### src/rtl/spi_reg_bank_if.sv
// SPI pin bundle between an external controller and the register bank.
// The controller drives clock, data and select; the bank answers on CIPO.
interface spi_reg_bank_if;
  logic SCLK;
  logic COPI;
  logic nCS;
  logic CIPO;
  logic cipo_oe;

  modport master (output SCLK, COPI, nCS, input CIPO, cipo_oe);
  modport slave  (input SCLK, COPI, nCS, output CIPO, cipo_oe);
endinterface

### src/rtl/spi_reg_bank.sv
// SPI mode-0 register bank: oversampled pins, write commit on nCS rise,
// read-back on CIPO, and error pulses for short frames or bad write addresses.
module spi_reg_bank #(
  parameter int NUM_REGS = 5,
  parameter int DATA_W   = 8,
  parameter int ADDR_W   = 7,
  parameter logic [NUM_REGS*DATA_W-1:0] RESET_VAL = '0
) (
  input  logic                       clk,
  input  logic                       rst_n,
  spi_reg_bank_if.slave              spi,
  output logic [NUM_REGS*DATA_W-1:0] regs_out,
  output logic                       wr_stb,
  output logic [ADDR_W-1:0]          wr_addr,
  output logic                       err
);
  localparam int FRAME = 1 + ADDR_W + DATA_W;
  localparam int CNT_W = $clog2(FRAME + 1);
  localparam logic [CNT_W-1:0]  FRAME_C  = CNT_W'(FRAME);
  localparam logic [CNT_W-1:0]  LAST_C   = CNT_W'(FRAME - 1);
  localparam logic [CNT_W-1:0]  ADDR_END = CNT_W'(ADDR_W);
  localparam logic [CNT_W-1:0]  DATA_BEG = CNT_W'(ADDR_W + 1);
  localparam logic [ADDR_W:0]   NREGS_C  = (ADDR_W+1)'(NUM_REGS);

  typedef enum logic [1:0] {IDLE, SHIFT, DONE} state_t;

  logic [2:0] sclk_s, copi_s, ncs_s;
  logic       sclk_rise, sclk_fall, ncs_fall, ncs_rise, copi_bit;

  state_t state_q, state_d;
  logic [CNT_W-1:0]  cnt_q;
  logic              rw_q;
  logic [ADDR_W-1:0] addr_q, addr_nxt;
  logic [DATA_W-1:0] data_q, rd_val, out_sr;
  logic              oe_q;
  logic [NUM_REGS-1:0][DATA_W-1:0] regs_q;

  logic shift_en, rd_load, closing, frame_full, addr_ok, commit, reject;

  // nCS idles high so a reset release never looks like a frame start
  always_ff @(posedge clk or negedge rst_n) begin
    if (!rst_n) begin
      sclk_s <= '0;
      copi_s <= '0;
      ncs_s  <= '1;
    end else begin
      sclk_s <= {sclk_s[1:0], spi.SCLK};
      copi_s <= {copi_s[1:0], spi.COPI};
      ncs_s  <= {ncs_s[1:0],  spi.nCS};
    end
  end

  assign sclk_rise =  sclk_s[1] & ~sclk_s[2];
  assign sclk_fall = ~sclk_s[1] &  sclk_s[2];
  assign ncs_fall  = ~ncs_s[1]  &  ncs_s[2];
  assign ncs_rise  =  ncs_s[1]  & ~ncs_s[2];
  assign copi_bit  =  copi_s[2];

  always_ff @(posedge clk or negedge rst_n) begin
    if (!rst_n) state_q <= IDLE;
    else        state_q <= state_d;
  end

  // SCLK edges are only honoured in SHIFT, so nCS fall wins in IDLE
  always_comb begin
    state_d = state_q;
    case (state_q)
      IDLE:  if (ncs_fall) state_d = SHIFT;
      SHIFT: if (ncs_rise) state_d = IDLE;
             else if (sclk_rise && cnt_q == LAST_C) state_d = DONE;
      DONE:  if (ncs_rise) state_d = IDLE;
      default: state_d = IDLE;
    endcase
  end

  assign shift_en = (state_q == SHIFT) && sclk_rise;
  assign addr_nxt = (addr_q << 1) | ADDR_W'(copi_bit);
  assign rd_load  = shift_en && (cnt_q == ADDR_END) && !rw_q;

  always_ff @(posedge clk or negedge rst_n) begin
    if (!rst_n) begin
      cnt_q  <= '0;
      rw_q   <= 1'b0;
      addr_q <= '0;
      data_q <= '0;
    end else if (state_q == IDLE && ncs_fall) begin
      cnt_q  <= '0;
      rw_q   <= 1'b0;
      addr_q <= '0;
      data_q <= '0;
    end else if (shift_en) begin
      cnt_q <= cnt_q + 1'b1;
      if (cnt_q == '0)            rw_q   <= copi_bit;
      else if (cnt_q <= ADDR_END) addr_q <= addr_nxt;
      else                        data_q <= (data_q << 1) | DATA_W'(copi_bit);
    end
  end

  // Out-of-range addresses fall through to zero
  always_comb begin
    rd_val = '0;
    for (int i = 0; i < NUM_REGS; i++)
      if (addr_nxt == ADDR_W'(i)) rd_val = regs_q[i];
  end

  // Data MSB must be on CIPO before the first data-phase rise, so shifting
  // starts on the fall that follows it
  always_ff @(posedge clk or negedge rst_n) begin
    if (!rst_n) begin
      out_sr <= '0;
      oe_q   <= 1'b0;
    end else if (ncs_rise || (state_q == IDLE && ncs_fall)) begin
      out_sr <= '0;
      oe_q   <= 1'b0;
    end else if (rd_load) begin
      out_sr <= rd_val;
      oe_q   <= 1'b1;
    end else if (oe_q && sclk_fall && cnt_q > DATA_BEG) begin
      out_sr <= out_sr << 1;
    end
  end

  assign spi.CIPO    = oe_q & out_sr[DATA_W-1];
  assign spi.cipo_oe = oe_q;

  assign closing    = ncs_rise && (state_q != IDLE);
  assign frame_full = (cnt_q == FRAME_C);
  assign addr_ok    = ({1'b0, addr_q} < NREGS_C);
  assign commit     = closing && rw_q && frame_full && addr_ok;
  assign reject     = closing && ((!frame_full && cnt_q != '0) ||
                                  (rw_q && frame_full && !addr_ok));

  always_ff @(posedge clk or negedge rst_n) begin
    if (!rst_n) begin
      wr_stb  <= 1'b0;
      err     <= 1'b0;
      wr_addr <= '0;
    end else begin
      wr_stb <= commit;
      err    <= reject;
      if (commit) wr_addr <= addr_q;
    end
  end

  always_ff @(posedge clk or negedge rst_n) begin
    if (!rst_n) begin
      regs_q <= RESET_VAL;
    end else if (commit) begin
      for (int i = 0; i < NUM_REGS; i++)
        if (addr_q == ADDR_W'(i)) regs_q[i] <= data_q;
    end
  end

  assign regs_out = regs_q;
endmodule

### src/flat_wrapper.sv
// flat-port wrapper written by rule: the top's interface ports become plain ports
module spi_reg_bank_flat 
#(
  parameter int NUM_REGS = 5,
  parameter int DATA_W   = 8,
  parameter int ADDR_W   = 7,
  parameter logic [NUM_REGS*DATA_W-1:0] RESET_VAL = '0
)
  (clk, rst_n, regs_out, wr_stb, wr_addr, err, spi_SCLK, spi_COPI, spi_nCS, spi_CIPO, spi_cipo_oe);
  spi_reg_bank_if spi_i ();
  input  logic clk;
  input  logic rst_n;
  output logic [NUM_REGS*DATA_W-1:0] regs_out;
  output logic wr_stb;
  output logic [ADDR_W-1:0] wr_addr;
  output logic err;
  input wire logic [$bits(spi_i.SCLK)-1:0] spi_SCLK;
  input wire logic [$bits(spi_i.COPI)-1:0] spi_COPI;
  input wire logic [$bits(spi_i.nCS)-1:0] spi_nCS;
  output wire logic [$bits(spi_i.CIPO)-1:0] spi_CIPO;
  output wire logic [$bits(spi_i.cipo_oe)-1:0] spi_cipo_oe;
  assign spi_i.SCLK = spi_SCLK;
  assign spi_i.COPI = spi_COPI;
  assign spi_i.nCS = spi_nCS;
  assign spi_CIPO = spi_i.CIPO;
  assign spi_cipo_oe = spi_i.cipo_oe;
  spi_reg_bank #(.NUM_REGS(NUM_REGS), .DATA_W(DATA_W), .ADDR_W(ADDR_W), .RESET_VAL(RESET_VAL)) u_core (.clk(clk), .rst_n(rst_n), .spi(spi_i), .regs_out(regs_out), .wr_stb(wr_stb), .wr_addr(wr_addr), .err(err));
endmodule
### config.mk
export PLATFORM = sky130hd
export DESIGN_NAME = spi_reg_bank_flat
export DESIGN_NICKNAME = d
export VERILOG_FILES = /design/src/rtl/spi_reg_bank_if.sv /design/src/rtl/spi_reg_bank.sv /design/src/flat_wrapper.sv
export SDC_FILE = /design/constraint.sdc
export NUM_CORES = 1
export LEC_CHECK = 0
export CORE_UTILIZATION = 52
export DETAILED_ROUTE_END_ITERATION = 6
export GPL_TIMING_DRIVEN = 1
export PLACE_DENSITY_LB_ADDON = 0.08
export SYNTH_ARGS = -nofsm -noshare
export SYNTH_HDL_FRONTEND = slang
export SYNTH_SLANG_ARGS = --single-unit
### constraint.sdc
create_clock -name clk -period 7.1 [get_ports clk]
set_input_delay 1.775 -clock clk [delete_from_list [all_inputs] [get_ports clk]]
set_output_delay 1.775 -clock clk [all_outputs]
set_load 0.05 [all_outputs]
==> impl_metrics.yaml <==
timing:
  max_freq_mhz: 290
  tns_ps: 0
  rsz0062_at_grt: "no"
  setup_violations: 0
  period_needed_ps: 3450
  period_share_pct: 48.5
  skew_ps: 9.79
  slew_viol_final: 0
  slew_headroom_pct: 36.3
  holdWs_ps: 357
  tightest_slew_ps: 948
  final_hold_viol_count: 0
synth:
  async_flop_share_pct: 100
  synth_top_family_by_area: "multiplexers"
  synth_ff_type: "dfrtp_1"
  synth_fa_ha_area_share_pct: 0.948
  yosys.area_share.xor_xnor_pct: 0.664
  yosysUniqueCellTypes: 44
  synth_area_per_cell_um2: 12.8
  synthSimpleGateAreaFrac_pct: 14.1
  netlist_area_um2: 3960
  syn_nets: 318
  yosysTopAreaCell: "dfrtp_1"
  yosysWarningCount: 0
  synth_edf_count: 0
  synth_area_leaders: "dfrtp_1 55%, mux2_2 12%, mux2i_1 4.3%, mux4_2 4.0%, nor2_1 3.5%"
  seq_area_frac_synth_pct: 57.0
  synthMuxAreaShare_pct: 20.5
  synth_seq_cells: 90
  synth_compound_area_share_pct: 4.93
  synth.top_cell.area_share_pct: 55.0
  synthCells: 310
setup_path:
  slowest_stage: "clkdlybuf4s50_1"
  crit_type: "reg2out"
  crit_family: "buffers and inverters"
  r2r_cells: 7
  path_cells: "and2_1 > clkdlybuf4s50_1"
  arrival_ps: 1670
  cpPeakStageDelay_ps: 800
  crit_cells: 2
  worst_setup_path_start_kind: "register"
  cp_num_buf_inv: 1
  crit_fanout: 4
  required_ps: 5330
  crit_path_end_kind: "primary output"
final_layout:
  final_common_cell: "dfrtp_1"
  final_cell_mix: "87 x dfrtp_1, 54 x clkdlybuf4s50_1, 43 x mux2_2"
  seqCellArea_um2: 2260
  multi_input_area_um2: 1640
  layout-drive-gt1-share_pct: 24.1
  nets: 376
  fillers: 607
  final_cells: 472
  syn2layout_area_growth_pct: 22.2
  num_antenna_cells: 0
power:
  vdd_ir_drop_max_v: 0.000125
  p_leak_nw: 2.27
  power_mw: 1.03
  powerDensity_nw_per_um2: 213
place:
  place_congestion: 0.755
  port_buffers: 55
  dpl.hpwl_um: 5260
  dp_cells: 456
detailed_routing:
  viasPerCell: 5.53
  final_antenna_net_count: 0
  dr.first_iter.drc_count: 124
  wl_per_cell_um: 17.0
  wl_um: 8040
  firstDrtPassIters: 4
  num_vias: 2608
  drc: 0
grt:
  track_usage_pct: 22.8
  antenna_found_initial: 0
  grt_max_degree: 54
  grt_pass1_wl_um: 13000
  grt_pass1_vias: 2528
  grt-ovfl-total: 0
worst_hold_path:
  hold_class: "reg2reg"
  hold_depth: 0
clock_network:
  cts_root_buf: "clkbuf_8"
  postCtsSetupBuffers: 0
  cts_inserted_buffers: 9
  ctsResizeCount: 0
  clock_path_buffers: 2
  clk_pin_slew_ps: 90
  clock_latency_ps: 360
  ctsHtreeMaxLevel: 3
  cts_tree: "yes"
  cts.sinks: 90
  holdBufCountCts: 0
floorplan:
  core_um2: 7290
  dieHeight_um: 89.2
  die-area_um2: 7960
  start_util_pct: 54.3
  die_x_um: 89.2
  rows: 31
  boundaryPins: 56
status:
  status: "completed"
run:
  cap_violations: 0
## Yosys cell counts, types with 2 or more instances
cell      instances
buf_2             3
a32o_1            6
buf_1             3
mux2_2           43
dfrtp_1          87
dfstp_2           3
o21a_1            2
ha_1              3
xnor2_1           2
clkbuf_1          7
inv_1             5
mux2i_1          17
nand2_1          20
nand3_2           3
nor3b_1           2
nor2b_1           3
mux4_2            7
nor4b_1           2
and2_1            5
nand2_2           2
nor3_1            6
nor4bb_1          2
a21oi_1           5
nand3_1           8
a21o_1            6
nor2_1           37
nand2b_1          4
## cell type report
class	count	share of cell area (%)
sequential	90	46.6
multi-input combinational	202	34.0
tap	99	2.56
timing repair buffer	60	12.1
inverter	5	0.388
clock buffer	10	2.85
clock inverter	6	1.50
## cells by family after synthesis
logic type      after synthesis
compound gates               25
xor+xnor                      3
fa+ha+maj                     3
buf+inv                      18
flops                        90
mux                          67
simple gates                104
## power by group
group	leakage [nW]	switching [mW]	total, mW	internal [mW]
registers	1.23	0.0318	0.561	0.530
logic	0.934	0.0563	0.102	0.0453
clock network	0.109	0.189	0.366	0.177
## registers in the layout, indices dropped and copies added (netlist names)
name	flops
u_core.regs_out	40
u_core.data_q	8
u_core.out_sr	8
u_core.addr_q	7
u_core.wr_addr	7
u_core.cnt_q	5
u_core.copi_s	3
u_core.ncs_s	3
u_core.sclk_s	3
u_core.state_q	2
u_core.err	1
u_core.rw_q	1
u_core.spi.cipo_oe	1
u_core.wr_stb	1
## metal layers
| metal | track usage [%] | share of wire (%) |
|---|---|---|
| met1 | 30.8 | 46 |
| met2 | 34.8 | 46 |
| met3 | 6.83 | 6.1 |
| met4 | 8.95 | 1.8 |
| met5 | 0 | 0 |
## worst paths after layout
kind,from,end,slack (ps)
max in group asynchronous,rst_n,u_core.regs_out[3],4720
min in group asynchronous,rst_n,u_core.cnt_q[0],1370
setup reg to reg,u_core.cnt_q[0],u_core.regs_out[30],4400
setup / recovery,u_core.spi.cipo_oe,spi_CIPO,3650
hold / removal,u_core.copi_s[0],u_core.copi_s[1],360
hold reg to reg,u_core.copi_s[0],u_core.copi_s[1],360
## worst register-to-register path, stage by stage, from the launching register on
cell and delay [ps]:
dfrtp_1 420, inv_1 80, ha_1 170, or3b_4 390, or4_4 560, nor4_4 210, nand3_2 350, mux2_2 410
## through the flow
stage / utilization (%) / worst slack (ps) / area, µm²
after detailed placement: 63.5 / 4030 / 4630
after global routing: 66.3 / 3530 / 4840
after CTS: 66.3 / 3630 / 4840
after global placement: 63.5 / 4040 / 4630
after floorplan: - / 4190 / 3960
final: 66.3 / 3650 / 4840
Power figures use the tool's default switching activity.
